[src/rtl/spram_access_ctrl_pkg.sv]
// Shared definitions for SPRAM256X16 pin-level wrappers: FSM encoding and default geometry.
package spram_access_ctrl_pkg;

  localparam int unsigned SPRAM_AW      = 8;
  localparam int unsigned SPRAM_DW      = 16;
  localparam int unsigned SPRAM_TMO_CYC = 15;

  typedef enum logic [1:0] {
    ST_IDLE   = 2'd0,
    ST_ACCESS = 2'd1,
    ST_GAP    = 2'd2,
    ST_RESP   = 2'd3
  } state_t;

endpackage

[src/rtl/spram_tmo_cnt.sv]
// Wait counter for a macro access: cleared on access entry, flags the cycle that reaches TMO_CYC.
module spram_tmo_cnt #(
  parameter int unsigned TMO_CYC = 15
) (
  input  logic clk,
  input  logic rst_n,
  input  logic clr,
  input  logic inc,
  output logic tc_c
);

  localparam int unsigned CW = $clog2(TMO_CYC + 1);

  logic [CW-1:0] cnt;

  always_ff @(posedge clk) begin
    if (!rst_n) begin
      cnt <= '0;
    end else if (clr) begin
      cnt <= '0;
    end else if (inc) begin
      cnt <= cnt + CW'(1);
    end
  end

  // High on the increment that makes the count equal TMO_CYC.
  assign tc_c = inc && (cnt == CW'(TMO_CYC - 1));

endmodule

[src/rtl/spram_access_ctrl.sv]
// Valid/ready command front end for one SPRAM256X16: single writes, burst reads, READY timeout.
module spram_access_ctrl
  import spram_access_ctrl_pkg::*;
#(
  parameter int unsigned AW      = SPRAM_AW,
  parameter int unsigned DW      = SPRAM_DW,
  parameter int unsigned TMO_CYC = SPRAM_TMO_CYC
) (
  input  logic          CLK,
  input  logic          NRST,
  input  logic          CMD_VALID,
  output logic          CMD_READY,
  input  logic          CMD_WR,
  input  logic [AW-1:0] CMD_AD,
  input  logic [AW-1:0] CMD_LEN,
  input  logic [DW-1:0] CMD_DI,
  output logic          RSP_VALID,
  input  logic          RSP_READY,
  output logic [DW-1:0] RSP_DO,
  output logic          RSP_LAST,
  output logic          RSP_ERR,
  output logic          BUSY,
  output logic          CS,
  output logic          EN,
  output logic          RD,
  output logic          WR,
  output logic [AW-1:0] AD,
  output logic [DW-1:0] DI,
  input  logic          READY,
  input  logic [DW-1:0] DO
);

  state_t        state, state_d;
  logic [AW-1:0] beat, beat_d;
  logic          cmd_ready_d, rsp_valid_d, rsp_last_d, rsp_err_d, busy_d;
  logic          cs_d, en_d, rd_d, wr_d;
  logic [DW-1:0] rsp_do_d, di_d;
  logic [AW-1:0] ad_d;
  logic          tmo_clr, tmo_inc, tmo_tc_c;

  spram_tmo_cnt #(.TMO_CYC(TMO_CYC)) u_tmo_cnt (
    .clk  (CLK),
    .rst_n(NRST),
    .clr  (tmo_clr),
    .inc  (tmo_inc),
    .tc_c (tmo_tc_c)
  );

  // State and registered outputs.
  always_ff @(posedge CLK) begin
    if (!NRST) begin
      state     <= ST_IDLE;
      beat      <= '0;
      CMD_READY <= 1'b0;
      RSP_VALID <= 1'b0;
      RSP_DO    <= '0;
      RSP_LAST  <= 1'b0;
      RSP_ERR   <= 1'b0;
      BUSY      <= 1'b0;
      CS        <= 1'b0;
      EN        <= 1'b0;
      RD        <= 1'b0;
      WR        <= 1'b0;
      AD        <= '0;
      DI        <= '0;
    end else begin
      state     <= state_d;
      beat      <= beat_d;
      CMD_READY <= cmd_ready_d;
      RSP_VALID <= rsp_valid_d;
      RSP_DO    <= rsp_do_d;
      RSP_LAST  <= rsp_last_d;
      RSP_ERR   <= rsp_err_d;
      BUSY      <= busy_d;
      CS        <= cs_d;
      EN        <= en_d;
      RD        <= rd_d;
      WR        <= wr_d;
      AD        <= ad_d;
      DI        <= di_d;
    end
  end

  // Next state and next output values; everything holds unless a transition says otherwise.
  always_comb begin
    state_d     = state;
    beat_d      = beat;
    cmd_ready_d = CMD_READY;
    rsp_valid_d = RSP_VALID;
    rsp_do_d    = RSP_DO;
    rsp_last_d  = RSP_LAST;
    rsp_err_d   = RSP_ERR;
    busy_d      = BUSY;
    cs_d        = CS;
    en_d        = EN;
    rd_d        = RD;
    wr_d        = WR;
    ad_d        = AD;
    di_d        = DI;
    tmo_clr     = 1'b0;
    tmo_inc     = 1'b0;

    unique case (state)
      ST_IDLE: begin
        cmd_ready_d = 1'b1;
        if (CMD_VALID && CMD_READY) begin
          state_d     = ST_ACCESS;
          cmd_ready_d = 1'b0;
          busy_d      = 1'b1;
          cs_d        = 1'b1;
          en_d        = 1'b1;
          rd_d        = !CMD_WR;
          wr_d        = CMD_WR;
          ad_d        = CMD_AD;
          di_d        = CMD_DI;
          beat_d      = CMD_WR ? '0 : CMD_LEN;
          tmo_clr     = 1'b1;
        end
      end

      ST_ACCESS: begin
        tmo_inc = 1'b1;
        // READY wins over a timeout landing in the same cycle.
        if (READY) begin
          state_d     = ST_RESP;
          rd_d        = 1'b0;
          wr_d        = 1'b0;
          rsp_valid_d = 1'b1;
          rsp_do_d    = RD ? DO : '0;
          rsp_last_d  = (beat == '0);
          rsp_err_d   = 1'b0;
        end else if (tmo_tc_c) begin
          state_d     = ST_RESP;
          cs_d        = 1'b0;
          en_d        = 1'b0;
          rd_d        = 1'b0;
          wr_d        = 1'b0;
          rsp_valid_d = 1'b1;
          rsp_do_d    = '0;
          rsp_last_d  = 1'b1;
          rsp_err_d   = 1'b1;
        end
      end

      ST_RESP: begin
        if (RSP_READY) begin
          rsp_valid_d = 1'b0;
          rsp_do_d    = '0;
          rsp_last_d  = 1'b0;
          rsp_err_d   = 1'b0;
          if (RSP_LAST) begin
            state_d     = ST_IDLE;
            cs_d        = 1'b0;
            en_d        = 1'b0;
            busy_d      = 1'b0;
            cmd_ready_d = 1'b1;
          end else begin
            state_d = ST_GAP;
            ad_d    = AD + AW'(1);
            beat_d  = beat - AW'(1);
          end
        end
      end

      ST_GAP: begin
        state_d = ST_ACCESS;
        rd_d    = 1'b1;
        tmo_clr = 1'b1;
      end

      default: state_d = ST_IDLE;
    endcase
  end

endmodule

[config.mk]
export PLATFORM = sky130hd
export DESIGN_NAME = spram_access_ctrl
export DESIGN_NICKNAME = d
export VERILOG_FILES = /design/src/rtl/spram_access_ctrl_pkg.sv /design/src/rtl/spram_tmo_cnt.sv /design/src/rtl/spram_access_ctrl.sv
export SDC_FILE = /design/constraint.sdc
export NUM_CORES = 1
export LEC_CHECK = 0
export CAP_MARGIN = 20
export CELL_PAD_IN_SITES_DETAIL_PLACEMENT = 0
export CELL_PAD_IN_SITES_GLOBAL_PLACEMENT = 1
export CORE_ASPECT_RATIO = 1.1
export CORE_MARGIN = 3
export CORE_UTILIZATION = 32
export CTS_BUF_LIST = sky130_fd_sc_hd__clkbuf_16
export DETAILED_ROUTE_END_ITERATION = 16
export PLACE_DENSITY_LB_ADDON = 0.1
export SYNTH_ARGS = -nofsm -noshare
export SYNTH_HDL_FRONTEND = slang
export SYNTH_HIERARCHICAL = 1
export SYNTH_SLANG_ARGS = --single-unit
export TNS_END_PERCENT = 20
[constraint.sdc]
create_clock -name CLK -period 3 [get_ports CLK]
set_clock_uncertainty 0.15 [all_clocks]
set_input_delay 0.6 -clock CLK [delete_from_list [all_inputs] [get_ports CLK]]
set_output_delay 0.6 -clock CLK [all_outputs]
set_load 0.05 [all_outputs]
==> results of run 1 <==
worst min-delay path: stages, from the launching register on:
cell and delay, ps:
dfxtp_1 310, nand2_1 50, a21oi_1 50
report_power, final:
group	leakage (nW)	internal, mW	total (mW)	switching, mW
sequential	0.505	1.00	1.15	0.153
combinational	0.895	0.646	1.76	1.11
clock	0.159	0.740	1.14	0.402
state kept, by name (all words and copies together), names as in the netlist, 2 cells and up:
register	cells
DI	16
beat	8
AD	8
RSP_DO	16
u_tmo_cnt/cnt	4
state	2
final cells by class:
type,instances,area [um^2]
Inverter,11,41.3
Tap cell,111,139
Sequential cell,62,1240
Multi-Input combinational cell,239,1450
Fill cell,846,4200
Timing Repair Buffer,110,1090
Clock buffer,9,225
Clock inverter,7,105
layer usage:
| metal | share of wire, % | global-route usage [%] | routed length [um] | vias to the layer above |
|---|---|---|---|---|
| met3 | 5.6 | 3.38 | 447 | 9 |
| met2 | 47 | 25.2 | 3770 | 69 |
| met5 | 0 | 0 | 0 | - |
| met1 | 46 | 21.5 | 3610 | 1247 |
| li1 | - | - | - | 1389 |
| met4 | 1.3 | 6.20 | 106 | 0 |
logic make-up (layout without fill, tap and decap cells):
group	Yosys count	after routing
AOI/OAI and AO/OA	101	101
muxes	3	3
adders and majority gates	10	10
buffers and inverters	32	137
DFF	62	62
and+or+nand+nor	124	124
xor gates and xnor gates	1	1
path summary, 6_finish.rpt:
check	start	end	depth (start not counted)
worst max register to register	state[1]	RSP_ERR	7
worst min-delay path	DI[15]	DI[15]	2
worst min register to register	DI[15]	DI[15]	2
worst max-delay path	CMD_READY	CMD_READY	1
cell usage in the layout, fill, tap and decap left out, drive strengths merged, types with 3 or more instances in the layout:
master / synthesis / routed
nor2: 38 / 38
buf: 10 / 8
nor2b: 3 / 3
nor3: 3 / 3
nand2b: 4 / 4
o211ai: 3 / 3
o21ai: 8 / 8
o31ai: 4 / 4
nand3: 3 / 3
a21oi: 36 / 36
mux2i: 3 / 3
a32oi: 4 / 4
ha: 10 / 10
or3: 3 / 3
dfxtp: 62 / 62
clkbuf: 11 / 9
a21boi: 3 / 3
a22oi: 16 / 16
o32ai: 4 / 4
clkdlybuf4s50: 0 / 102
and3: 3 / 3
nand3b: 3 / 3
a211oi: 7 / 7
inv: 11 / 14
nand4: 3 / 3
nor4: 3 / 3
nand2: 49 / 49
metrics by stage:
stage                     util [%]  instances  hold WS [ps]  instance area [um^2]  worst slack [ps]
final                         50.5        549           301                  4290               673
after floorplan                  -        333           307                  2830               733
after global routing          50.5        549           323                  4290               576
after global placement        46.6        533           292                  3960               479
after detailed placement      46.6        533           298                  3960               449
after CTS                     50.5        549           307                  4290               668
==> flow_metrics.env, run 1 <==
export IMPL_status="finished, final reports clean"
export IMPL_area_growth_pct=51.7
export IMPL_post_synth_and_or_nand_nor_area_fraction_pct=20.8
export IMPL_crit_chain="clkdlybuf4s50_1"
export IMPL_antenna_found_initial=0
export IMPL_via_per_inst=4.94
export IMPL_dp_hpwl_mm=5.69
export IMPL_cts_sinks=62
export IMPL_num_antenna_cells=0
export IMPL_drt_first_pass_iters=4
export IMPL_coreArea_um2=8500
export IMPL_drtIter0Drc=130
export IMPL_synthAdderAreaFrac_pct=4.42
export IMPL_gp_congestion=0.786
export IMPL_h_tree_depth=3
export IMPL_tritoncts="built"
export IMPL_fin_crit_sh_pct=77.6
export IMPL_num_rows=35
export IMPL_synth_common_cells="62 x dfxtp_1, 49 x nand2_1, 38 x nor2_1, 35 x a21oi_1, 16 x a22oi_1"
export IMPL_grt_pass1_vias=2554
export IMPL_async_flop_share_pct=0
export IMPL_cts_setup_buffers=0
export IMPL_post_drt_wl_per_cell_um=14.5
export IMPL_finalSetupViolCount=0
export IMPL_clockRootBuffer="clkbuf_16"
export IMPL_synth_cell_types=53
export IMPL_crit_required_ps=2250
export IMPL_leakage_nw=1.56
export IMPL_peakVddDrop_mv=0.330
export IMPL_tightest_slew_ps=695
export IMPL_synth_edf_count=0
export IMPL_yosys_cell_count_top_type="dfxtp_1"
export IMPL_crit_fanout=5
export IMPL_hold_class="register to register"
export IMPL_cp_arrival_ps=1580
export IMPL_final_layout_size_suffix_gt1_share_pct=7.76
export IMPL_rsz0062_at_grt="false"
export IMPL_port_buffers=102
export IMPL_path_delay_family="buffers and inverters"
export IMPL_yosys_top_cells_area="dfxtp_1 44%, nand2_1 6.5%, a21oi_1 6.2%"
export IMPL_max_freq_ghz=0.430
export IMPL_ctsResizeCount=0
export IMPL_cts_buffers=9
export IMPL_die_w_um=95.7
export IMPL_avgSynthCellArea_um2=8.50
export IMPL_max_cap_violations=0
export IMPL_finalPower_mw=4.06
export IMPL_clock_latency_ps=320
export IMPL_syn_cell_area_um2=2830
export IMPL_post_route_min_period_ps=2330
export IMPL_hold_buffers=0
export IMPL_slowest_delay_ps=850
export IMPL_start_util_pct=33.3
export IMPL_synth_fp_nets=397
export IMPL_grt_pass1_wl_mm=12.9
export IMPL_synth_top_area_cell="dfxtp_1"
export IMPL_layout_nets=497
export IMPL_tns_ps=0
export IMPL_seq_area_frac_synth_pct=43.9
export IMPL_start_kind="register"
export IMPL_synth_main_ff_cell="dfxtp_1"
export IMPL_yosys_area_share_xor_xnor_pct=0.310
export IMPL_grt_overflow_total=0
export IMPL_relSlewSlack_pct=53.6
export IMPL_pwr_density_cell_nw_per_um2=945
export IMPL_critical_path_class="register to output pin"
export IMPL_synth_top_area_share_pct=43.9
export IMPL_routed_wl_mm=7.94
export IMPL_die_area_um2=10000
export IMPL_synthMuxAreaShare_pct=1.06
export IMPL_r2r_slack_ps=730
export IMPL_route_detailed_drc=0
export IMPL_num_vias=2714
export IMPL_io_pins=103
export IMPL_chipHeight_um=105
export IMPL_path_clk_slew_ps=60
export IMPL_grt_util_all_layers_pct=16.1
export IMPL_grt_max_degree=37
export IMPL_synth_seq_cells=62
export IMPL_synth_compound_area_share_pct=24.6
export IMPL_crit_buf_inv=1
export IMPL_yosys_warnings=6
export IMPL_slew_violations=0
export IMPL_synth_cells=333
export IMPL_hold_viol_final=0
export IMPL_synth_top_family_by_area="compound AO/OA/AOI/OAI gates"
export IMPL_ant_nets=0
export IMPL_clockBufferDepth=2
export IMPL_crit_path_end_kind="output pin"
export IMPL_cp_slowest_cell="clkdlybuf4s50_1"
No activity file was read; power rests on OpenSTA's default activity.
==> run 2: changes to the inputs <==
CORE_UTILIZATION = 29   (was 32)
clock period = 2.1 ns   (was 3 ns; I/O delays follow)
==> run 2 against run 1 <==
- sequential cell count stayed put
- final cell count is 4.9% higher
- global-route usage is 0.90 points lower
- die area is 9.7% higher
- wire length is 3.8% higher
- critical path type unchanged
- critical endpoint is now RSP_DO[9]
- largest power group unchanged
==> flow_metrics.env, run 2 (same netlist as run 1, synthesis figures left out) <==
export IMPL_peakVddDrop_mv=0.514
export IMPL_top_regs="DI: 16 flops, RSP_DO: 16 flops"
export IMPL_grt_pass1_wl_mm=13.3
export IMPL_path_delay_family="buffers and inverters"
export IMPL_gp_congestion=0.758
export IMPL_num_vias=2792
export IMPL_max_freq_ghz=0.490
export IMPL_crit_start="RSP_DO[9]"
export IMPL_final_layout_size_suffix_gt1_share_pct=18.1
export IMPL_port_buffers=102
export IMPL_cts_buffers=9
export IMPL_fin_crit_sh_pct=97.3
export IMPL_io_pins=103
export IMPL_area_growth_pct=57.3
export IMPL_routed_wl_mm=8.24
export IMPL_cp_arrival_ps=1470
export IMPL_worstHoldPathCells=2
export IMPL_drt_first_pass_iters=6
export IMPL_critical_path_class="register to output pin"
export IMPL_hold_start="RSP_ERR"
export IMPL_leakage_nw=1.72
export IMPL_r2r_end="beat[0]"
export IMPL_grt_overflow_total=0
export IMPL_crit_chain="clkdlybuf4s50_1"
export IMPL_fillers=950
export IMPL_final_cell_mix="80 x clkdlybuf4s50_1, 60 x dfxtp_1, 49 x nand2_1, 46 x buf_4, 38 x nor2_1"
export IMPL_final_common_cell="clkdlybuf4s50_1"
export IMPL_grt_max_degree=56
export IMPL_instances_no_fill=576
export IMPL_crit_required_ps=1530
export IMPL_route_detailed_drc=0
export IMPL_relSlewSlack_pct=62.9
export IMPL_layout_nets=518
export IMPL_crit_path_end_kind="output pin"
export IMPL_crit_buf_inv=1
export IMPL_dp_hpwl_mm=6.02
export IMPL_tightest_slew_ps=553
export IMPL_status="finished, final reports clean"
export IMPL_num_rows=37
export IMPL_clockBufferDepth=2
export IMPL_via_per_inst=4.85
export IMPL_die_area_um2=11000
export IMPL_max_cap_violations=0
export IMPL_grt_pass1_vias=2766
export IMPL_coreArea_um2=9440
export IMPL_r2r_cells=8
export IMPL_num_antenna_cells=0
export IMPL_finalSetupViolCount=0
export IMPL_path_clk_slew_ps=60
export IMPL_post_route_min_period_ps=2040
export IMPL_drtIter0Drc=93
export IMPL_hold_viol_final=0
export IMPL_ant_nets=0
export IMPL_cts_sinks=62
export IMPL_reg2reg_from="state[0]"
export IMPL_cts_setup_buffers=0
export IMPL_die_w_um=100
export IMPL_cp_slowest_cell="clkdlybuf4s50_1"
export IMPL_start_util_pct=30.0
export IMPL_clockRootBuffer="clkbuf_16"
export IMPL_r2r_slack_ps=140
export IMPL_slew_violations=0
export IMPL_crit_fanout=2
export IMPL_start_kind="register"
export IMPL_clock_latency_ps=320
export IMPL_pwr_density_cell_nw_per_um2=1370
export IMPL_dp_cells=560
export IMPL_slowest_delay_ps=810
export IMPL_hold_class="register to register"
export IMPL_min_to="RSP_ERR"
export IMPL_grt_util_all_layers_pct=15.2
export IMPL_tritoncts="built"
export IMPL_h_tree_depth=3
export IMPL_post_drt_wl_per_cell_um=14.3
export IMPL_chipHeight_um=110
export IMPL_fin_util_pct=47.1
export IMPL_antenna_found_initial=0
[run 2: cell types whose count changed in the layout (fill, tap and decap cells not counted), moves of 2 or more]
cell,before,now
buf_4,7,46
clkdlybuf4s50_1,102,80
and4_1,2,0
buf_12,1,3
dfxtp_1,62,60
dfxtp_2,0,2
ha_1,10,8
[run 2: stage by stage]
| stage | cell area (um^2) | TNS [ps] | worst slack [ps] | total power [mW] | hold slack, ps |
|---|---|---|---|---|---|
| floorplan | 2850 | 0 | 14.9 | 3.45 | 307 |
| global placement | 4120 | -618 | -46.3 | 4.51 | 292 |
| detailed placement | 4120 | -1190 | -74.9 | 4.51 | 297 |
| CTS | 4440 | 0 | 12.8 | 6.14 | 304 |
| global route | 4450 | -1.45 | -1.45 | 6.47 | 325 |
| finish | 4450 | 0 | 57.7 | 6.08 | 301 |
[run 2: layout make-up]
cell class / count / area, um^2 / area share, %
Tap cell: 117 / 146 / 3.29
Sequential cell: 62 / 1240 / 27.9
Inverter: 11 / 41.3 / 0.928
Clock inverter: 7 / 97.6 / 2.19
Timing Repair Buffer: 131 / 1230 / 27.6
Clock buffer: 9 / 225 / 5.06
Multi-Input combinational cell: 239 / 1470 / 32.9
[run 2: repair_timing]
action | in CTS | in global routing
endpoints found under the hold margin | 0 | 0
setup endpoints to repair | 0 | 29
hold buffers | 0 | 0
gates resized for setup | 0 | 5
[run 2: power breakdown]
part | switching [mW] | internal [mW]
Clock | 0.562 | 1.04
Combinational | 1.66 | 1.15
Sequential | 0.226 | 1.43
[run 2: layer usage]
metal / GRT usage [%] / vias to the layer above / share of wire [%]
met2: 25.2 / 84 / 46
met4: 6.26 / 0 / 1.4
met3: 3.11 / 12 / 5.8
met5: 0 / - / 0
met1: 19.2 / 1260 / 46
li1: - / 1436 / -
[run 2: how the worst max path moves through the flow]
stage	end	cells after the start	slack (ps)
floorplan	RSP_LAST	9	10
global placement	RSP_DO[4]	5	-50
detailed placement	RSP_DO[5]	5	-70
CTS	beat[0]	8	10
global route	AD[0]	7	-1
finish	RSP_DO[9]	1	60
==> run 3: changes to the inputs <==
SLEW_MARGIN = 20   (was not set)
==> results of run 3 <==
Same layout as run 2: the final DEF is identical, and so are final timing and power.
